`src/rtl/mem_pkg.sv`:
```
// mem_pkg
// Shared definitions for the cache refill controller: default bus widths,
// statistic counter width, wait counter width and the controller FSM states.
package mem_pkg;

    localparam int unsigned DefDataWidth = 32;
    localparam int unsigned DefAddrWidth = 8;
    localparam int unsigned StatWidth    = 16;
    // Wide enough for the largest legal MEM_LATENCY-1 (14).
    localparam int unsigned WaitWidth    = 4;

    typedef enum logic [1:0] {
        StIdle,
        StLookup,
        StMemWait,
        StFill
    } refill_state_e;

endpackage

```
`src/rtl/sat_counter.sv`:
```
// sat_counter
// Up-counter that sticks at all-ones instead of wrapping.
// Ports:
//   clk_i   - clock
//   rst_i   - asynchronous active-high reset, loads ResetValue
//   inc_i   - increment request for this cycle
//   count_o - current count
module sat_counter #(
    parameter int unsigned       Width      = 16,
    parameter logic [Width-1:0]  ResetValue = '0
) (
    input  logic             clk_i,
    input  logic             rst_i,
    input  logic             inc_i,
    output logic [Width-1:0] count_o
);

    logic [Width-1:0] count_d;
    logic [Width-1:0] count_q;

    always_comb begin
        count_d = count_q;
        if (inc_i && (count_q != {Width{1'b1}})) begin
            count_d = count_q + Width'(1);
        end
    end

    always_ff @(posedge clk_i or posedge rst_i) begin
        if (rst_i) begin
            count_q <= ResetValue;
        end else begin
            count_q <= count_d;
        end
    end

    assign count_o = count_q;

endmodule

```
`src/rtl/cache_refill_ctrl.sv`:
```
// cache_refill_ctrl
// Single-outstanding-request L1 controller. Stores write through to both the
// cache and the next level; loads are served from the cache on a hit or
// fetched from the next level on a miss and then filled into the cache.
// Ports:
//   clk, rst                       - clock, asynchronous active-high reset
//   req_*                          - core request (valid/ready handshake)
//   resp_valid, resp_read_data     - one-cycle response pulse and held data
//   cache_*                        - L1 array access (hit/data are combinational)
//   mem_*                          - next-level access, read data valid
//                                    MEM_LATENCY cycles after mem_read_en
//   hit_count, miss_count          - saturating load statistics
// MEM_LATENCY must lie in 1..15.
module cache_refill_ctrl
    import mem_pkg::*;
#(
    parameter int unsigned DATA_WIDTH  = DefDataWidth,
    parameter int unsigned ADDR_WIDTH  = DefAddrWidth,
    parameter int unsigned MEM_LATENCY = 1
) (
    input  logic                  clk,
    input  logic                  rst,
    input  logic                  req_valid,
    output logic                  req_ready,
    input  logic                  req_write,
    input  logic [ADDR_WIDTH-1:0] req_address,
    input  logic [DATA_WIDTH-1:0] req_write_data,
    output logic                  resp_valid,
    output logic [DATA_WIDTH-1:0] resp_read_data,
    output logic                  cache_write_en,
    output logic [ADDR_WIDTH-1:0] cache_address,
    output logic [DATA_WIDTH-1:0] cache_write_data,
    input  logic                  cache_hit,
    input  logic [DATA_WIDTH-1:0] cache_read_data,
    output logic                  mem_read_en,
    output logic                  mem_write_en,
    output logic [ADDR_WIDTH-1:0] mem_address,
    output logic [DATA_WIDTH-1:0] mem_write_data,
    input  logic [DATA_WIDTH-1:0] mem_read_data,
    output logic [15:0]           hit_count,
    output logic [15:0]           miss_count
);

    localparam logic [WaitWidth-1:0] WaitLoad = WaitWidth'(MEM_LATENCY - 1);

    refill_state_e         state_d, state_q;
    logic                  write_d, write_q;
    logic [ADDR_WIDTH-1:0] addr_d, addr_q;
    // Holds store data, then the fetched line word once a miss returns.
    logic [DATA_WIDTH-1:0] data_d, data_q;
    logic [WaitWidth-1:0]  wait_d, wait_q;
    logic                  resp_valid_d, resp_valid_q;
    logic [DATA_WIDTH-1:0] resp_data_d, resp_data_q;
    logic                  hit_inc;
    logic                  miss_inc;

    always_comb begin
        state_d      = state_q;
        write_d      = write_q;
        addr_d       = addr_q;
        data_d       = data_q;
        wait_d       = wait_q;
        resp_valid_d = 1'b0;
        resp_data_d  = resp_data_q;
        hit_inc      = 1'b0;
        miss_inc     = 1'b0;
        unique case (state_q)
            StIdle: begin
                if (req_valid) begin
                    write_d = req_write;
                    addr_d  = req_address;
                    data_d  = req_write_data;
                    state_d = StLookup;
                end
            end
            StLookup: begin
                if (write_q) begin
                    resp_valid_d = 1'b1;
                    resp_data_d  = data_q;
                    state_d      = StIdle;
                end else if (cache_hit) begin
                    resp_valid_d = 1'b1;
                    resp_data_d  = cache_read_data;
                    hit_inc      = 1'b1;
                    state_d      = StIdle;
                end else begin
                    miss_inc = 1'b1;
                    wait_d   = WaitLoad;
                    state_d  = StMemWait;
                end
            end
            StMemWait: begin
                // The read was issued during LOOKUP, so data lands when the count hits 0.
                if (wait_q == '0) begin
                    data_d  = mem_read_data;
                    state_d = StFill;
                end else begin
                    wait_d = wait_q - WaitWidth'(1);
                end
            end
            StFill: begin
                resp_valid_d = 1'b1;
                resp_data_d  = data_q;
                state_d      = StIdle;
            end
            default: state_d = StIdle;
        endcase
    end

    always_ff @(posedge clk or posedge rst) begin
        if (rst) begin
            state_q      <= StIdle;
            write_q      <= 1'b0;
            addr_q       <= '0;
            data_q       <= '0;
            wait_q       <= '0;
            resp_valid_q <= 1'b0;
            resp_data_q  <= '0;
        end else begin
            state_q      <= state_d;
            write_q      <= write_d;
            addr_q       <= addr_d;
            data_q       <= data_d;
            wait_q       <= wait_d;
            resp_valid_q <= resp_valid_d;
            resp_data_q  <= resp_data_d;
        end
    end

    // Strobes decode the registered state; the miss read also needs the live hit.
    assign req_ready        = (state_q == StIdle);
    assign cache_write_en   = ((state_q == StLookup) && write_q) || (state_q == StFill);
    assign mem_write_en     = (state_q == StLookup) && write_q;
    assign mem_read_en      = (state_q == StLookup) && !write_q && !cache_hit;
    assign cache_address    = addr_q;
    assign cache_write_data = data_q;
    assign mem_address      = addr_q;
    assign mem_write_data   = data_q;
    assign resp_valid       = resp_valid_q;
    assign resp_read_data   = resp_data_q;

    sat_counter #(
        .Width      (StatWidth),
        .ResetValue (16'h0000)
    ) u_hit_counter (
        .clk_i   (clk),
        .rst_i   (rst),
        .inc_i   (hit_inc),
        .count_o (hit_count)
    );

    sat_counter #(
        .Width      (StatWidth),
        .ResetValue (16'h0000)
    ) u_miss_counter (
        .clk_i   (clk),
        .rst_i   (rst),
        .inc_i   (miss_inc),
        .count_o (miss_count)
    );

endmodule

```
`config.mk`:
```
export PLATFORM = sky130hd
export DESIGN_NAME = cache_refill_ctrl
export DESIGN_NICKNAME = d
export VERILOG_FILES = /design/src/rtl/mem_pkg.sv /design/src/rtl/sat_counter.sv /design/src/rtl/cache_refill_ctrl.sv
export SDC_FILE = /design/constraint.sdc
export NUM_CORES = 1
export LEC_CHECK = 0
export CAP_MARGIN = 0
export CORE_MARGIN = 2
export CORE_UTILIZATION = 35
export CTS_BUF_LIST = sky130_fd_sc_hd__clkbuf_8
export DETAILED_ROUTE_END_ITERATION = 6
export PLACE_DENSITY = 0.76
export SETUP_SLACK_MARGIN = 0.5
export SYNTH_ARGS = -nofsm -noshare
export SYNTH_HDL_FRONTEND = slang
export SYNTH_HIERARCHICAL = 1
export SYNTH_SLANG_ARGS = --single-unit
export TNS_END_PERCENT = 20
```
`constraint.sdc`:
```
create_clock -name clk -period 7.42 [get_ports clk]
set_input_delay 0.742 -clock clk [delete_from_list [all_inputs] [get_ports clk]]
set_output_delay 0.742 -clock clk [all_outputs]
set_load 0.01 [all_outputs]
```
==> key figures <==
Drt
  • Detail Route Antenna Nets: 0
  • Vias per cell: 4.79
  • WL per Instance: 16.7 um
  • Total number of vias: 4424
  • Drt first pass iters: 4
  • Routed WL: 15400 um
  • # DRC: 0
  • DRT iter0 DRCs: 211

Setup path
  • Flop2flop setup slack: 4.81 ns
  • Worst endpoint required time: 6.68 ns
  • Worst R2R End: u_miss_counter/count_o[14]
  • Critical path startpoint category: input pin
  • CP startpoint: cache_hit
  • Worst Setup Path Type: in -> out
  • Worst r2r path cells: 6
  • Crit Path Max Fanout: 5
  • CP Capture Type: output port
  • Data arrival time of the worst path: 2.62 ns
  • R2r startpoint: state_q[0]

STA
  • RSZ-0062 raised after global routing: no
  • Worst hold slack: 0.493 ns
  • Period utilisation layout: 0.453
  • Max frequency: 298 MHz
  • Final count of pins violating max slew: 0
  • Clock Skew: 0.0201 ns
  • Final Critical Period: 3.36 ns
  • Total negative slack: 0 ns
  • Final Hold Fails: 0
  • # setup viols final: 0
  • Relative slew slack: 0.298
  • Worst slew pin tran: 1.05 ns

Final layout
  • Inserted Diodes: 0
  • Post-route design area: 8580 um^2
  • Core Util, Final: 0.517
  • Layout cells sized above 1: 0.165
  • Nets: 811
  • Area Growth Syn to Fin: 44.4%

Logic synthesis
  • Avg Inst Size Synth: 12.2 um^2
  • Syn nets: 597
  • Cell Area, Synth: 5940 um^2
  • Sequential share of the synthesized area: 0.472
  • Syn. warnings: 6
  • Mapped Cells: 485
  • Synthesized flop and latch total: 112
  • Synth unique cells: 40

Min path
  • Worst Hold End: resp_read_data[18]
  • Hold_sp: resp_read_data[18]
  • Worst hold path class: reg -> reg
  • Hold Crit Depth: 2

Floorplan
  • Initial core utilization: 0.358
  • Num ports: 258
  • Die ar.: 18000 um^2
  • Die height: 134 um
  • Core area: 16600 um^2
  • Die width: 134 um
  • # rows: 47

Clocking
  • Clk buf depth: 2
  • Clock Root Buffer: clkbuf_8
  • Clock Latency Late Sink: 0.39 ns
  • Clock transition at the registers of the reported paths: 0.10 ns
  • H-tree depth: 3
  • CTS Hold Bufs: 0
  • TritonCTS clock tree: done
  • CTS buffer count: 9
  • Setup Buffers After CTS: 0
  • Gates resized, CTS repair: 0
  • Clock sink count: 112

Placement
  • Detail Placement HPWL: 11300 um
  • Port Buffers: 257
  • Gpl congestion: 0.836
  • Post-DP Area: 8390 um^2

Global routing
  • GR Overflow Total: 0
  • Largest net degree at the start of global routing: 81
  • Global-route wire length before repair: 24200 um
  • Initial antenna violation count: 0
  • Vias in the first global route: 4560
  • Total global-route track usage: 0.171

Power
  • Pwr dens: 375 nW/um^2
  • Leakage: 0.00372 uW
  • VDD IR max: 206 uV

Flow run
  • Max-Cap Viols: 0

Outcome
  • Status: completed
==> cells by family after synthesis <==
logic type / share of synthesized area
and+or+nand+nor: 0.120
xor gates and xnor gates: 0.0324
buffers and inverters: 0.0834
DFF: 0.472
adders and majority gates: 0.00632
muxes: 0.241
AOI/OAI and AO/OA: 0.0451
==> area by class of cell <==
cell class,count,area (um^2)
Clock buffer,11,151
Clock inverter,5,40.0
Fill cell,1448,8010
Sequential cell,112,2800
Multi-Input combinational cell,305,2660
Inverter,9,35.0
Timing Repair Buffer,262,2610
Tap cell,220,275
==> cells in the mapped netlist <==
cell type | n | area share
nor2b_4 | 1 | 0.0023
a21oi_4 | 1 | 0.0027
nand4_1 | 11 | 0.012
o41ai_1 | 1 | 0.0015
clkbuf_1 | 3 | 0.0019
o21ai_0 | 33 | 0.028
buf_2 | 4 | 0.0034
nand2_2 | 2 | 0.0021
buf_4 | 46 | 0.058
mux2i_1 | 36 | 0.061
buf_12 | 2 | 0.0067
and3_2 | 2 | 0.0025
and3b_1 | 1 | 0.0015
and4_2 | 2 | 0.0034
mux2_4 | 54 | 0.14
o31a_1 | 1 | 0.0015
nor4_4 | 2 | 0.0072
buf_6 | 4 | 0.0076
dfrtp_1 | 112 | 0.47
nand4bb_1 | 1 | 0.0019
o31ai_1 | 1 | 0.0013
a21oi_2 | 1 | 0.0015
nand2b_1 | 4 | 0.0042
and4_1 | 6 | 0.0088
nand4_2 | 2 | 0.0042
nor2_1 | 9 | 0.0057
xnor2_1 | 22 | 0.032
and3_1 | 8 | 0.0084
or4b_2 | 1 | 0.0017
nand3_1 | 14 | 0.012
nand2_1 | 48 | 0.030
o21a_1 | 3 | 0.0038
nor4bb_1 | 1 | 0.0017
ha_1 | 3 | 0.0063
a21oi_1 | 6 | 0.0051
inv_1 | 9 | 0.0057
nand4b_1 | 1 | 0.0015
nand4_4 | 2 | 0.0072
mux2_2 | 23 | 0.044
and2_1 | 2 | 0.0021
==> metal layers <==
| metal | up-vias | wire (um) | track usage |
|---|---|---|---|
| met3 | 19 | 797 | 0.0291 |
| met4 | 0 | 317 | 0.0632 |
| li1 | 2092 | - | - |
| met5 | - | 0 | 0 |
| met2 | 149 | 7830 | 0.305 |
| met1 | 2164 | 6460 | 0.205 |
==> registers in the layout, summed over array words and instances (netlist names), named ones only <==
| signal | flops |
|---|---|
| resp_read_data | 32 |
| wait_q | 4 |
| write_q | 1 |
| cache_address | 8 |
| resp_valid | 1 |
| cache_write_data | 32 |
| u_hit_counter/count_o | 16 |
| u_miss_counter/count_o | 16 |
| state_q | 1 |
==> worst max path at each step <==
stage	end	cells past startpoint
6_report	mem_read_en	4
4_1_cts	mem_read_en	4
3_5_place_dp	mem_read_en	4
3_3_place_gp	mem_read_en	4
2_1_floorplan	async pin	1
5_1_grt	mem_read_en	4
==> critical path, stage by stage <==
cell	delay, ns
clkdlybuf4s50_1	0.47
or4b_2	0.76
inv_1	0.11
clkdlybuf4s50_1	0.53
==> metrics by stage <==
stage,worst slack (ns),cells,total power [uW]
6_report,4.06,924,3220
5_1_grt,4.01,924,3420
4_1_cts,4.05,924,3270
3_5_place_dp,4.06,908,2890
3_3_place_gp,4.07,908,2840
2_1_floorplan,4.63,485,2140
==> where the power goes <==
part	internal (uW)	switching [uW]
combinational	1060	704
clock	143	217
sequential	852	241
total	2050	1160
==> cells in the final DEF, fill, tap and decap left out, types with 2 or more instances in the layout <==
cell type        Yosys  final
a21oi_1              6      6
a21oi_4              1      2
and2_1               2      2
and3_1               8      8
and3_2               2      2
and4_1               6      6
and4_2               2      2
buf_4               46      5
clkbuf_8             0     11
clkdlybuf4s50_1      0    257
clkinv_2             0      2
clkinv_4             0      3
dfrtp_1            112    112
ha_1                 3      3
inv_1                9      8
mux2_2              23     23
mux2_4              54     54
mux2i_1             36     36
nand2_1             48     48
nand2_2              2      2
nand2b_1             4      4
nand3_1             14     14
nand4_1             11     11
nand4_2              2      2
nand4_4              2      2
nor2_1               9      9
nor4_4               2      2
o21a_1               3      3
o21ai_0             33     33
xnor2_1             22     22
Power figures use the tool's default switching activity.
